===== config.mk =====
export PLATFORM = sky130hd
export DESIGN_NAME = trap_ctrl
export DESIGN_NICKNAME = d
export VERILOG_FILES = /design/src/rtl/trap_ctrl_pkg.sv /design/src/rtl/trap_prio_enc.sv /design/src/rtl/trap_ctrl.sv
export SDC_FILE = /design/constraint.sdc
export NUM_CORES = 1
export LEC_CHECK = 0
export BUFFER_PORTS_ARGS = -buffer_cell sky130_fd_sc_hd__buf_4
export CAP_MARGIN = 20
export CORE_MARGIN = 3
export CORE_UTILIZATION = 49
export CTS_BUF_LIST = sky130_fd_sc_hd__clkbuf_8 sky130_fd_sc_hd__clkbuf_16
export CTS_CLUSTER_SIZE = 24
export DETAILED_ROUTE_END_ITERATION = 16
export PLACE_DENSITY_LB_ADDON = 0.08
export SLEW_MARGIN = 40
export SYNTH_ARGS = -nofsm -noshare
export SYNTH_HDL_FRONTEND = slang
export SYNTH_HIERARCHICAL = 1
export SYNTH_SLANG_ARGS = --single-unit

===== constraint.sdc =====
create_clock -name clk -period 3.7 [get_ports clk]
set_input_delay 1.11 -clock clk [delete_from_list [all_inputs] [get_ports clk]]
set_output_delay 1.11 -clock clk [all_outputs]
set_load 0.02 [all_outputs]

===== src/rtl/trap_ctrl_pkg.sv =====
// Shared trap-controller definitions: sequencer states, CSR addresses, cause codes.
// Cause codes are RV32 mcause values; bit 31 flags an interrupt.
package trap_ctrl_pkg;

   typedef enum logic [3:0] {
      ST_IDLE,
      ST_FLUSH,
      ST_SAVE_EPC,
      ST_SAVE_CAUSE,
      ST_SAVE_STATUS,
      ST_JUMP,
      ST_HANDLER,
      ST_RESTORE,
      ST_RETURN
   } state_t;

   localparam logic [11:0] CSR_MSTATUS = 12'h300;
   localparam logic [11:0] CSR_MIE     = 12'h304;
   localparam logic [11:0] CSR_MTVEC   = 12'h305;
   localparam logic [11:0] CSR_MEPC    = 12'h341;
   localparam logic [11:0] CSR_MCAUSE  = 12'h342;

   localparam logic [31:0] CAUSE_SM_DEFAULT = 32'h0000_0018;
   localparam logic [31:0] CAUSE_ECALL      = 32'h0000_000B;
   localparam logic [31:0] CAUSE_UART_IRQ   = 32'h8000_000B;

   localparam int MIE_MEIE     = 11;
   localparam int MSTATUS_MIE  = 3;
   localparam int MSTATUS_MPIE = 7;

endpackage


===== src/rtl/trap_prio_enc.sv =====
// Combinational trap request selection: stack_mismatch > ecall > enabled uart interrupt.
// Zero latency; no flow control.
module trap_prio_enc
   import trap_ctrl_pkg::*;
#(
   parameter int          XLEN     = 32,
   parameter logic [31:0] SM_CAUSE = CAUSE_SM_DEFAULT
) (
   input  logic            ecall,
   input  logic            stack_mismatch,
   input  logic            irq,
   output logic            take,
   output logic [XLEN-1:0] cause
);

   always_comb begin
      take  = stack_mismatch | ecall | irq;
      cause = '0;
      if (stack_mismatch)
         cause = XLEN'(SM_CAUSE);
      else if (ecall)
         cause = XLEN'(CAUSE_ECALL);
      else if (irq)
         cause = XLEN'(CAUSE_UART_IRQ);
   end

endmodule


===== src/rtl/trap_ctrl.sv =====
// Machine-mode trap sequencer: flush, save mepc/mcause/mstatus, jump; restore and return on mret.
// Redirect 5 cycles after the request; pipeline held via stall. Define TRAP_VECTORED_EN for vectored interrupts.
module trap_ctrl
   import trap_ctrl_pkg::*;
#(
   parameter int          XLEN     = 32,
   parameter logic [31:0] SM_CAUSE = 32'h18
) (
   input  logic            clk,
   input  logic            Rst,
   input  logic            ecall,
   input  logic            stack_mismatch,
   input  logic            uart_IRQ,
   input  logic            mret,
   input  logic [XLEN-1:0] mstatus,
   input  logic [XLEN-1:0] mie,
   input  logic [XLEN-1:0] mtvec,
   input  logic [XLEN-1:0] mepc,
   input  logic [XLEN-1:0] ID_EX_pres_addr,
   output logic            csr_we,
   output logic [11:0]     csr_addr,
   output logic [XLEN-1:0] csr_wdata,
   output logic            flush,
   output logic            stall,
   output logic            redirect,
   output logic [XLEN-1:0] redirect_addr,
   output logic            trap_active,
   output logic            trap_error
);

   state_t          state;
   logic [XLEN-1:0] epc, cause, target;
   logic            take;
   logic [XLEN-1:0] entry_cause, entry_target, base;
   logic [XLEN-1:0] save_status, restore_status;
   logic            irq_en;

   assign irq_en = uart_IRQ & mie[MIE_MEIE] & mstatus[MSTATUS_MIE];
   assign base   = {mtvec[XLEN-1:2], 2'b00};

   trap_prio_enc #(.XLEN(XLEN), .SM_CAUSE(SM_CAUSE)) u_prio (
      .ecall          (ecall),
      .stack_mismatch (stack_mismatch),
      .irq            (irq_en),
      .take           (take),
      .cause          (entry_cause)
   );

`ifdef TRAP_VECTORED_EN
   // Only interrupts vector; exceptions always land on the base address.
   assign entry_target = (entry_cause[31] && mtvec[1:0] == 2'b01)
                       ? base + XLEN'({entry_cause[30:0], 2'b00}) : base;
`else
   assign entry_target = base;
`endif

   always_comb begin
      save_status = mstatus;
      save_status[MSTATUS_MPIE] = mstatus[MSTATUS_MIE];
      save_status[MSTATUS_MIE]  = 1'b0;
      restore_status = mstatus;
      restore_status[MSTATUS_MIE]  = mstatus[MSTATUS_MPIE];
      restore_status[MSTATUS_MPIE] = 1'b1;
   end

   logic unused_ok;
   assign unused_ok = &{1'b0, mie[XLEN-1:MIE_MEIE+1], mie[MIE_MEIE-1:0], mtvec[1:0]};

   always_ff @(posedge clk) begin
      if (!Rst) begin
         state         <= ST_IDLE;
         epc           <= '0;
         cause         <= '0;
         target        <= '0;
         csr_we        <= 1'b0;
         csr_addr      <= '0;
         csr_wdata     <= '0;
         flush         <= 1'b0;
         stall         <= 1'b0;
         redirect      <= 1'b0;
         redirect_addr <= '0;
         trap_active   <= 1'b0;
         trap_error    <= 1'b0;
      end else begin
         csr_we        <= 1'b0;
         csr_addr      <= '0;
         csr_wdata     <= '0;
         flush         <= 1'b0;
         stall         <= 1'b0;
         redirect      <= 1'b0;
         redirect_addr <= '0;
         trap_active   <= 1'b0;
         // Outputs are registered: each arm drives the outputs of the state it enters.
         case (state)
            ST_IDLE: if (take) begin
               state  <= ST_FLUSH;
               epc    <= ID_EX_pres_addr;
               cause  <= entry_cause;
               target <= entry_target;
               flush  <= 1'b1;
               stall  <= 1'b1;
            end
            ST_FLUSH: begin
               state     <= ST_SAVE_EPC;
               csr_we    <= 1'b1;
               csr_addr  <= CSR_MEPC;
               csr_wdata <= epc;
               stall     <= 1'b1;
            end
            ST_SAVE_EPC: begin
               state     <= ST_SAVE_CAUSE;
               csr_we    <= 1'b1;
               csr_addr  <= CSR_MCAUSE;
               csr_wdata <= cause;
               stall     <= 1'b1;
            end
            ST_SAVE_CAUSE: begin
               state     <= ST_SAVE_STATUS;
               csr_we    <= 1'b1;
               csr_addr  <= CSR_MSTATUS;
               csr_wdata <= save_status;
               stall     <= 1'b1;
            end
            ST_SAVE_STATUS: begin
               state         <= ST_JUMP;
               redirect      <= 1'b1;
               redirect_addr <= target;
               stall         <= 1'b1;
            end
            ST_JUMP: begin
               state       <= ST_HANDLER;
               trap_active <= 1'b1;
            end
            ST_HANDLER: begin
               if (ecall | stack_mismatch)
                  trap_error <= 1'b1;
               if (mret) begin
                  state     <= ST_RESTORE;
                  csr_we    <= 1'b1;
                  csr_addr  <= CSR_MSTATUS;
                  csr_wdata <= restore_status;
                  stall     <= 1'b1;
               end else begin
                  trap_active <= 1'b1;
               end
            end
            ST_RESTORE: begin
               state         <= ST_RETURN;
               redirect      <= 1'b1;
               redirect_addr <= mepc;
               stall         <= 1'b1;
            end
            ST_RETURN: state <= ST_IDLE;
            default:   state <= ST_IDLE;
         endcase
      end
   end

endmodule


# Yosys cells after proc, flatten, opt, wreduce, memory -nomap -nowiden
# Index checks and enable logic that the tools add are counted.
dict set report op_classes {
  n_reduce_logical 8
  n_eq_ne 9
  muxes 18
  n_bitwise 4
}
# cell count
set op_table {}
lappend op_table {{two-way mux 32 bit} 4}
lappend op_table {{one-hot mux 32 bit (4 select lines)} 1}
lappend op_table {{one-hot mux 32 bit (2 select lines)} 1}
lappend op_table {{one-hot mux 10 bit (4 select lines)} 1}
lappend op_table {{one-hot mux 4 bit (8 select lines)} 1}
lappend op_table {{== test 4 x 3 -> 1 bit (second input constant)} 4}
lappend op_table {{two-way mux 10 bit} 1}
lappend op_table {{== test 4 x 2 -> 1 bit (second input constant)} 2}
lappend op_table {{two-way mux 4 bit} 2}
lappend op_table {{AND reduction 2 bit} 4}
lappend op_table {{OR reduction 5 bit} 1}
lappend op_table {{== test 4 x 1 -> 1 bit (second input constant)} 1}
lappend op_table {{logical NOT 4 bit} 1}
lappend op_table {{two-way mux 1 bit} 4}
lappend op_table {{inequality test 2 bit (second input constant)} 2}
lappend op_table {{one-hot mux 1 bit (2 select lines)} 2}
lappend op_table {{one-hot mux 1 bit (3 select lines)} 1}
lappend op_table {{OR reduction 3 bit} 1}
lappend op_table {{AND 1 bit} 2}
lappend op_table {{bitwise OR 1 bit} 2}
lappend op_table {{OR reduction 2 bit} 1}
dict set report word_totals {
  regBits 180
}

# Logic depth before layout (Yosys ltp)
# Gate-level depths: netlist of run 1.
dict set report depth {
  ltp_word 5
  mapped_depth 8
  mapped_depth_nobuf 5
}

# Modules after synthesis
# The synthesis of run 1 kept the hierarchy.
# module instances cells_each area_per_inst_um2
set by_module_without_submodules {}
lappend by_module_without_submodules {trap_ctrl 1 826 7133.1}
lappend by_module_without_submodules {trap_prio_enc 1 34 251.5}

# Worst setup path before layout of run 1
# OpenSTA, ideal clock, no wires.
dict set report synth_timing {
  kind {input-to-reg}
  startpoint {input uart_IRQ}
  endpoint {register cause[13]}
  setup_ns 0.070
  setup_slack_ns 1.011
  arrival_ns 2.619
  required_ns 3.630
  cell_stages 8
  path_cell_list {and3_1 -> or3_1 -> clkbuf_1 -> inv_1 -> clkbuf_1 -> buf_1 -> o21ai_1 -> a21oi_1}
}
dict set report synth_via {
  elab_chain_cells 4
}
# item line_no
set synth_lines {}
lappend synth_lines {{from (decl)} trap_ctrl.sv:13} ;# input logic uart_IRQ,
lappend synth_lines {{AND 1 bit (2 in series)} trap_ctrl.sv:38} ;# assign irq_en = uart_IRQ & mie[MIE_MEIE] & mstatus[MSTATUS_MIE];
lappend synth_lines {{bitwise OR 1 bit} trap_prio_enc.sv:17} ;# take = stack_mismatch | ecall | irq;
lappend synth_lines {{via take} trap_ctrl.sv:33} ;# logic take;
lappend synth_lines {{AND reduction 2 bit (no source line)} --}
lappend synth_lines {{to (signal assigned)} trap_ctrl.sv:98} ;# cause <= entry_cause;
lappend synth_lines {{to (decl)} trap_ctrl.sv:32} ;# logic [XLEN-1:0] epc, cause, target;
# The timed path passes the listed nets, and every way through them passes these cells.
# A chain may end at the register's enable or synchronous reset.

# Worst setup path after layout of run 1
dict set report layout_timing {
  startpoint {input uart_IRQ}
  endpoint {register stall}
}
dict set report layout_via {
  elab_chain_cells 5
}
# item line_no
set layout_lines {}
lappend layout_lines {{AND 1 bit (2 in series)} trap_ctrl.sv:38}
lappend layout_lines {{via irq_en} trap_ctrl.sv:36} ;# logic irq_en;
lappend layout_lines {{bitwise OR 1 bit} trap_prio_enc.sv:17}
lappend layout_lines {{via take} trap_ctrl.sv:33}
lappend layout_lines {{two-way mux 1 bit} trap_ctrl.sv:95} ;# ST_IDLE: if (take) begin
lappend layout_lines {{one-hot mux 1 bit (3 select lines)} trap_ctrl.sv:94} ;# case (state)
lappend layout_lines {{to (signal assigned)} trap_ctrl.sv:89} ;# stall <= 1'b0;
lappend layout_lines {{to (signal assigned)} trap_ctrl.sv:101} ;# stall <= 1'b1;
lappend layout_lines {{to (signal assigned)} trap_ctrl.sv:108} ;# stall <= 1'b1;
lappend layout_lines {{to (decl)} trap_ctrl.sv:24} ;# output logic stall,
# The timed path passes the listed nets, and every way through them passes these cells.

==> metrics.txt, run 1 <==
critical hold path startpoint=epc[24]$_SDFFE_PN0P_; number of placed I/O pins=248; run status=finished, final reports clean; worst flop-to-flop path startpoint=state[0]$_SDFFE_PN0P_; DP Cell Count=approximately 1200; Critical Path Sink Type=flop; largest net degree at the start of global routing=between 90 and 100; wire length per cell=16.50 um; overall power after layout=4.707 mW; initial antenna violation count=0; CTS H-Tree Depth=4; Syn Std Cell Area=7385 sq um; fraction of met3 tracks used by global routing=5.812%; Antenna Cells=0; sum of overflow across all layers after global routing=0; count of instances resized after the clock tree is built=0; end of the worst hold path=epc[24]$_SDFFE_PN0P_; FFs w/ async S/R, synth=0%; layout overhead on the synthesized area=28.21%; iteration count of the initial detailed-routing pass=5; via count normalized by instance count=5.549; count of maximum capacitance violations=0; final RePlAce weighted congestion=0.7948; Worst Hold Slack=474.2 ps; post-synthesis cell type with the largest combined area=dfxtp_1; part of the cycle the worst path needs=65.26%; Slew Limit Fails=0; # Post-CTS Setup Buffers=0; sinks on the clock net=172; Detailed Route WL=19.85 mm; floorplan row count=44; fraction of layout instances using a drive strength above 1=roughly a quarter; DP Worst Slack=888.6 ps; maximum number of buffers from clock root to sink=2; Setup violations, final=0; setup slack on the worst flop-to-flop path=between 1500 and 2000 ps; floorplan die area=~17000 sq um; die width=approximately 130 um; detailed placement HPWL=roughly 12 mm; cell at the root of the clock tree=clkbuf_16; number of synthesized flops with an enable pin=0; top area cells in the synthesized netlist=dfxtp_1 (47%), a21oi_1 (8.7%), and3b_1 (7.5%); Initial Util=50.43%; Final Worst Setup Slack=1285 ps; count of different cell masters after synthesis=38; post-synthesis sequential area ratio=46.63%; kind of cell adding the most delay to the critical path=simple AND/OR/NAND/NOR gates; standard cell core area=14640 sq um; first-pass GRT wire length=31.21 mm; quantity of hold-fixing buffers added after cts=0; GRT Resource Usage Total=23.27%; Slew Limit Headroom=a little under half; CTS clock-pin slew for the worst setup and hold paths=60 ps; final core area utilization=64.65%; Die Span Y=128.8 um; crit path DAT=2710 ps; worst min-delay path category=flop to flop; startpoint types=input pin; Pwr Density=approximately 500 nW/um^2; total of flip-flops plus latches after synthesis=172; Final Skew=between 7 and 8 ps; Worst-Margin Slew=a little under 800 ps; met2 usage in global routing=~36%; total number of yosys warnings=6; peak supply drop=0.3458 mV; cts bufs inserted=17; worst stage delay on the critical path=400 ps; Final ANT Viol Nets=0; required arrival time at the worst endpoint=4000 ps; Fmax achieved=414.1 MHz; Worst path slowest cell=or3_4; critical-path cell list=buf_4 -> and3_1 -> or3_4 -> buf_12 -> or3_1 -> o21ai_0 -> a211oi_1; Placed Instance Area=8812 sq um; maximum fanout along the worst path=95; CTS tree=built; static leakage=just over 4 nW; Critical path buffers and inverters=2; number of cells on the worst hold path=2; number of standard cells in the final layout excluding fillers=1203; Main synth FF type=dfxtp_1; count of final hold-check violations=0; Avg Inst Size Synth=8.587 sq um; setup repair after global routing missed its margin=no; GRT Max-Usage Layer=met2; kind of critical path=input pin to flop; DRC Markers=0; via total after detailed routing=between 6000 and 7000; final total negative setup slack=0 ps; Worst R2R Path Depth=5; vias in the first global route=approximately 6100; area share of the largest cell type after synthesis=46.63%; Design Area, Final=9468 sq um; Synth Instances=860; final critical delay including setup and external delays=2415 ps; Iteration-0 DRC Markers=512; IO buf count=207; Global Route met1 Usage=32.14%; worst skew pair latency=430 ps; destination of the worst register-to-register timing path=csr_wdata[2]$_SDFF_PN0_; Final Net Count=between 1000 and 1500
==> worst max-delay path by stage <==
stage	start	to	slack [ps]	cells past startpoint
finish	uart_IRQ	stall$_SDFF_PN0_	1290	7
global route	uart_IRQ	target[24]$_SDFFE_PN0P_	1200	7
CTS	uart_IRQ	target[24]$_SDFFE_PN0P_	1320	7
detailed placement	uart_IRQ	stall$_SDFF_PN0_	890	7
global placement	uart_IRQ	stall$_SDFF_PN0_	900	7
floorplan	uart_IRQ	cause[13]$_SDFFE_PN0P_	1010	8
==> tightest hold or removal path, stage by stage, from the launching register on <==
cell,delay (ps)
dfxtp_1,300
o21ai_0,60
a21oi_1,60
==> cell usage after synthesis, drive strengths merged, types with 2 or more instances <==
cell / instances
nor2: 37
and3: 4
inv: 3
a22oi: 30
a21oi: 129
nand2: 6
nor2b: 3
buf: 78
nand3: 94
nor3: 2
dfxtp: 172
nor4: 2
conb: 2
and3b: 63
clkbuf: 54
o211ai: 31
or3: 4
nor3b: 3
nand2b: 3
o21ai: 128
or4: 2
==> final cells by class <==
type | instances | area [sq um]
inverters | 3 | 13.76
flip-flops and latches | 172 | 3446
multi-input cells | 585 | 3343
fillers | 1320 | 5176
clock inverters | 10 | 161.4
clock buffers | 22 | 494.2
well taps | 184 | 230.2
repair buffers | 227 | 1779
==> cells in the final DEF, fill, tap and decap left out, types with 5 or more instances in the layout <==
cell       netlist  layout
buf_4           44     221
dfxtp_1        172     170
a21oi_1        129     129
nand3_1         94      94
o21ai_0         72      72
and3b_1         63      63
o21ai_1         56      56
nor2_1          37      36
conb_1           2      34
o211ai_1        31      31
a22oi_1         30      30
clkbuf_16        0      17
nand2_1          6       6
buf_12           0       6
clkbuf_8         0       5
==> per-layer routing <==
layer / share of wire (%) / wire (um)
met1: 46 / 9118
met4: 1.8 / 360
met2: 46 / 9048
met5: 0 / 0
met3: 6.7 / 1324
==> registers in the layout, summed over array words and instances (netlist names), 4 cells and up <==
name           count
state              4
epc               32
csr_addr           4
csr_wdata         32
cause             32
redirect_addr     32
target            30
==> report_power, final <==
part / leakage, nW / total [mW] / internal (mW) / switching (mW)
logic: 2.33 / 0.714 / 0.300 / 0.414
clock network: 0.320 / 1.95 / 1.22 / 0.730
registers: 1.40 / 2.04 / 1.97 / 0.0712
==> kinds of logic (layout without fill, tap and decap cells) <==
family                    Yosys count  count (layout)  share of synthesized area (%)
muxes                               2               2                         0.2880
xor gates and xnor gates            1               1                         0.1186
and+or+nand+nor                   226             226                          18.71
other                               2              34                         0.1017
buffers and inverters             135             262                          10.08
AOI/OAI and AO/OA                 322             322                          24.08
DFF                               172             172                          46.63
Power figures use the tool's default switching activity.
==> inputs of run 2 (changes only) <==
--- a/config.mk
+++ b/config.mk
@@ -5,6 +5,7 @@
 export SDC_FILE = /design/constraint.sdc
 export NUM_CORES = 1
 export LEC_CHECK = 0
+export ABC_AREA = 1
 export BUFFER_PORTS_ARGS = -buffer_cell sky130_fd_sc_hd__buf_4
 export CAP_MARGIN = 20
 export CORE_MARGIN = 3
==> constraint.sdc (replaced) <==
create_clock -name clk -period 2.3 [get_ports clk]
set_input_delay 0.69 -clock clk [delete_from_list [all_inputs] [get_ports clk]]
set_output_delay 0.69 -clock clk [all_outputs]
set_load 0.02 [all_outputs]
==> metrics.txt, run 2 <==
worst flop-to-flop path startpoint=state[2]$_SDFFE_PN0P_; final total negative setup slack=0 ps; post-synthesis sequential area ratio=45.71%; DRC Markers=0; Synth Instances=1023; Die Span Y=130.0 um; most repeated cell in the gate-level netlist after synthesis=nand2_1; total number of yosys warnings=6; run status=finished, final reports clean; multiplexer fraction of the synthesized cell area=0%; sinks on the clock net=172; area share of fa/ha/maj cells after synthesis=0%; number of standard cells in the final layout excluding fillers=1365; leading cell types in the layout, fill and taps excluded=nand2_1 (260), buf_4 (214), dfxtp_1 (172), a21oi_1 (130), nand3_1 (99); Final ANT Viol Nets=0; count of different cell masters after synthesis=22; standard cell core area=14810 sq um; maximum number of buffers from clock root to sink=2; count of final hold-check violations=0; crit path DAT=2020 ps; maximum fanout along the worst path=26; count of instances resized after the clock tree is built=0; quantity of hold-fixing buffers added after cts=0; worst min-delay path category=flop to flop; Slew Limit Headroom=57.49%; commonest cells in the synthesized netlist=nand2_1 (261), dfxtp_1 (172), a21oi_1 (130); Iteration-0 DRC Markers=565; setup slack on the worst flop-to-flop path=680 ps; Worst-Margin Slew=637.6 ps; share of the synthesized area in compound gates (AO/OA/AOI/OAI)=8.887%; total of flip-flops plus latches after synthesis=172; fill count=1373; GRT Resource Usage Total=23.99%; Fmax achieved=596.5 MHz; critical hold path startpoint=trap_error$_SDFFE_PN0P_; end of the worst hold path=trap_error$_SDFFE_PN0P_; final RePlAce weighted congestion=0.7610; cts bufs inserted=17; Avg Inst Size Synth=approximately 7.4 sq um; CTS H-Tree Depth=4; Critical Path Sink Type=flop; Initial Util=about half; number of synthesized flops with an enable pin=0; area share of the largest cell type after synthesis=a little under half; top area cells in the synthesized netlist=dfxtp_1 (46%), nand2_1 (13%), a21oi_1 (8.6%); Final Skew=5.334 ps; DP Cell Count=1333; Detailed Route WL=20.61 mm; wire length per cell=approximately 15 um; kind of critical path=input pin to flop; via total after detailed routing=a little over 7000; Pwr Density=755.8 nW/um^2; initial antenna violation count=0; final critical delay including setup and external delays=between 1500 and 2000 ps; iteration count of the initial detailed-routing pass=7; detailed placement HPWL=about 13 mm; number of placed I/O pins=248; count of maximum capacitance violations=0; Antenna Cells=0; Slew Limit Fails=0; vias in the first global route=6557; FFs w/ async S/R, synth=0%; Storage cell area=about 3400 sq um; Worst R2R Path Depth=7; Final Net Count=1334; Post-Synth XOR/XNOR Area=0%; CTS clock-pin slew for the worst setup and hold paths=60 ps; combinational family with the most area after synthesis=simple AND/OR/NAND/NOR gates; largest net degree at the start of global routing=150; setup repair after global routing missed its margin=no; die width=130.0 um; # Post-CTS Setup Buffers=0; IO buf count=about 210; destination of the worst register-to-register timing path=csr_wdata[7]$_SDFF_PN0_; startpoint types=input pin; cell at the root of the clock tree=clkbuf_16; required arrival time at the worst endpoint=2650 ps; floorplan row count=44; part of the cycle the worst path needs=72.89%; worst skew pair latency=420 ps; multi-input logic area=~3500 sq um; share of synthesized cell area in and, or, nand and nor gates=about a third; Setup violations, final=0; first-pass GRT wire length=between 30 and 40 mm; post-synthesis cell type with the largest combined area=dfxtp_1; Syn Std Cell Area=7532 sq um; DP Worst Slack=183.4 ps; leading cell type in the layout, fill and taps excluded=nand2_1; Final Worst Setup Slack=623.4 ps; layout overhead on the synthesized area=28.32%; peak supply drop=around 0.5 mV; final core area utilization=65.27%; Main synth FF type=dfxtp_1; number of cells on the worst hold path=2; sum of overflow across all layers after global routing=0; via count normalized by instance count=5.333; CTS tree=built; static leakage=4.270 nW; fraction of layout instances using a drive strength above 1=a little under a quarter; floorplan die area=16900 sq um
-- run 2: final cells by class --
cell class              count  share of cell area (%)
clock buffers              19                   4.686
repair buffers            228                   19.52
well taps                 184                   2.382
inverters                  10                  0.4142
multi-input cells         739                   36.16
clock inverters            13                   1.217
flip-flops and latches    172                   35.62
-- run 2: worst max path at each step --
| stage | from | to | slack (ps) | depth (start not counted) |
|---|---|---|---|---|
| detailed placement | uart_IRQ | epc[16]$_SDFFE_PN0P_ | 180 | 8 |
| global route | state[0]$_SDFFE_PN0P_ | redirect_addr[2]$_SDFF_PN0_ | 460 | 6 |
| CTS | uart_IRQ | epc[15]$_SDFFE_PN0P_ | 630 | 8 |
| finish | uart_IRQ | epc[22]$_SDFFE_PN0P_ | 620 | 8 |
| global placement | uart_IRQ | epc[16]$_SDFFE_PN0P_ | 230 | 8 |
| floorplan | uart_IRQ | cause[13]$_SDFFE_PN0P_ | 450 | 9 |
-- run 2: cells by family (layout without fill, tap and decap cells) --
group	count (synthesis)	in the layout
compound gates	133	133
buf+inv	144	270
flops	172	172
other cells	2	34
simple gates	572	572
-- run 2: where the power goes --
part	internal, mW	switching, mW
sequential	3.19	0.101
combinational	0.520	0.747
clock	1.55	1.20
total	5.26	2.04
-- run 2: per-stage QoR --
stage | hold WS, ps | total power [mW] | area, sq um
final | 450.2 | 7.306 | 9666
after global routing | 477.4 | 7.633 | 9666
after CTS | 453.0 | 7.365 | 9666
after detailed placement | 443.5 | 4.618 | 9095
after global placement | 444.5 | 4.602 | 9095
after floorplan | 439.8 | 4.144 | 7652
-- run 2: layer usage --
layer | share of wire [%] | wire [um] | up-vias | GRT usage (%)
li1 | - | - | 3670 | -
met1 | 44 | 8995 | 3379 | 31.87
met2 | 48 | 9867 | 207 | 38.67
met3 | 6.7 | 1388 | 23 | 6.549
met4 | 1.7 | 359 | 0 | 6.663
met5 | 0 | 0 | - | 0
-- run 2: worst max-delay path, stage by stage --
cell,delay (ps)
buf_4,100
and3_1,210
nor2_2,170
nand2_4,90
nand3_4,310
buf_12,230
nand2_1,70
a21oi_1,140
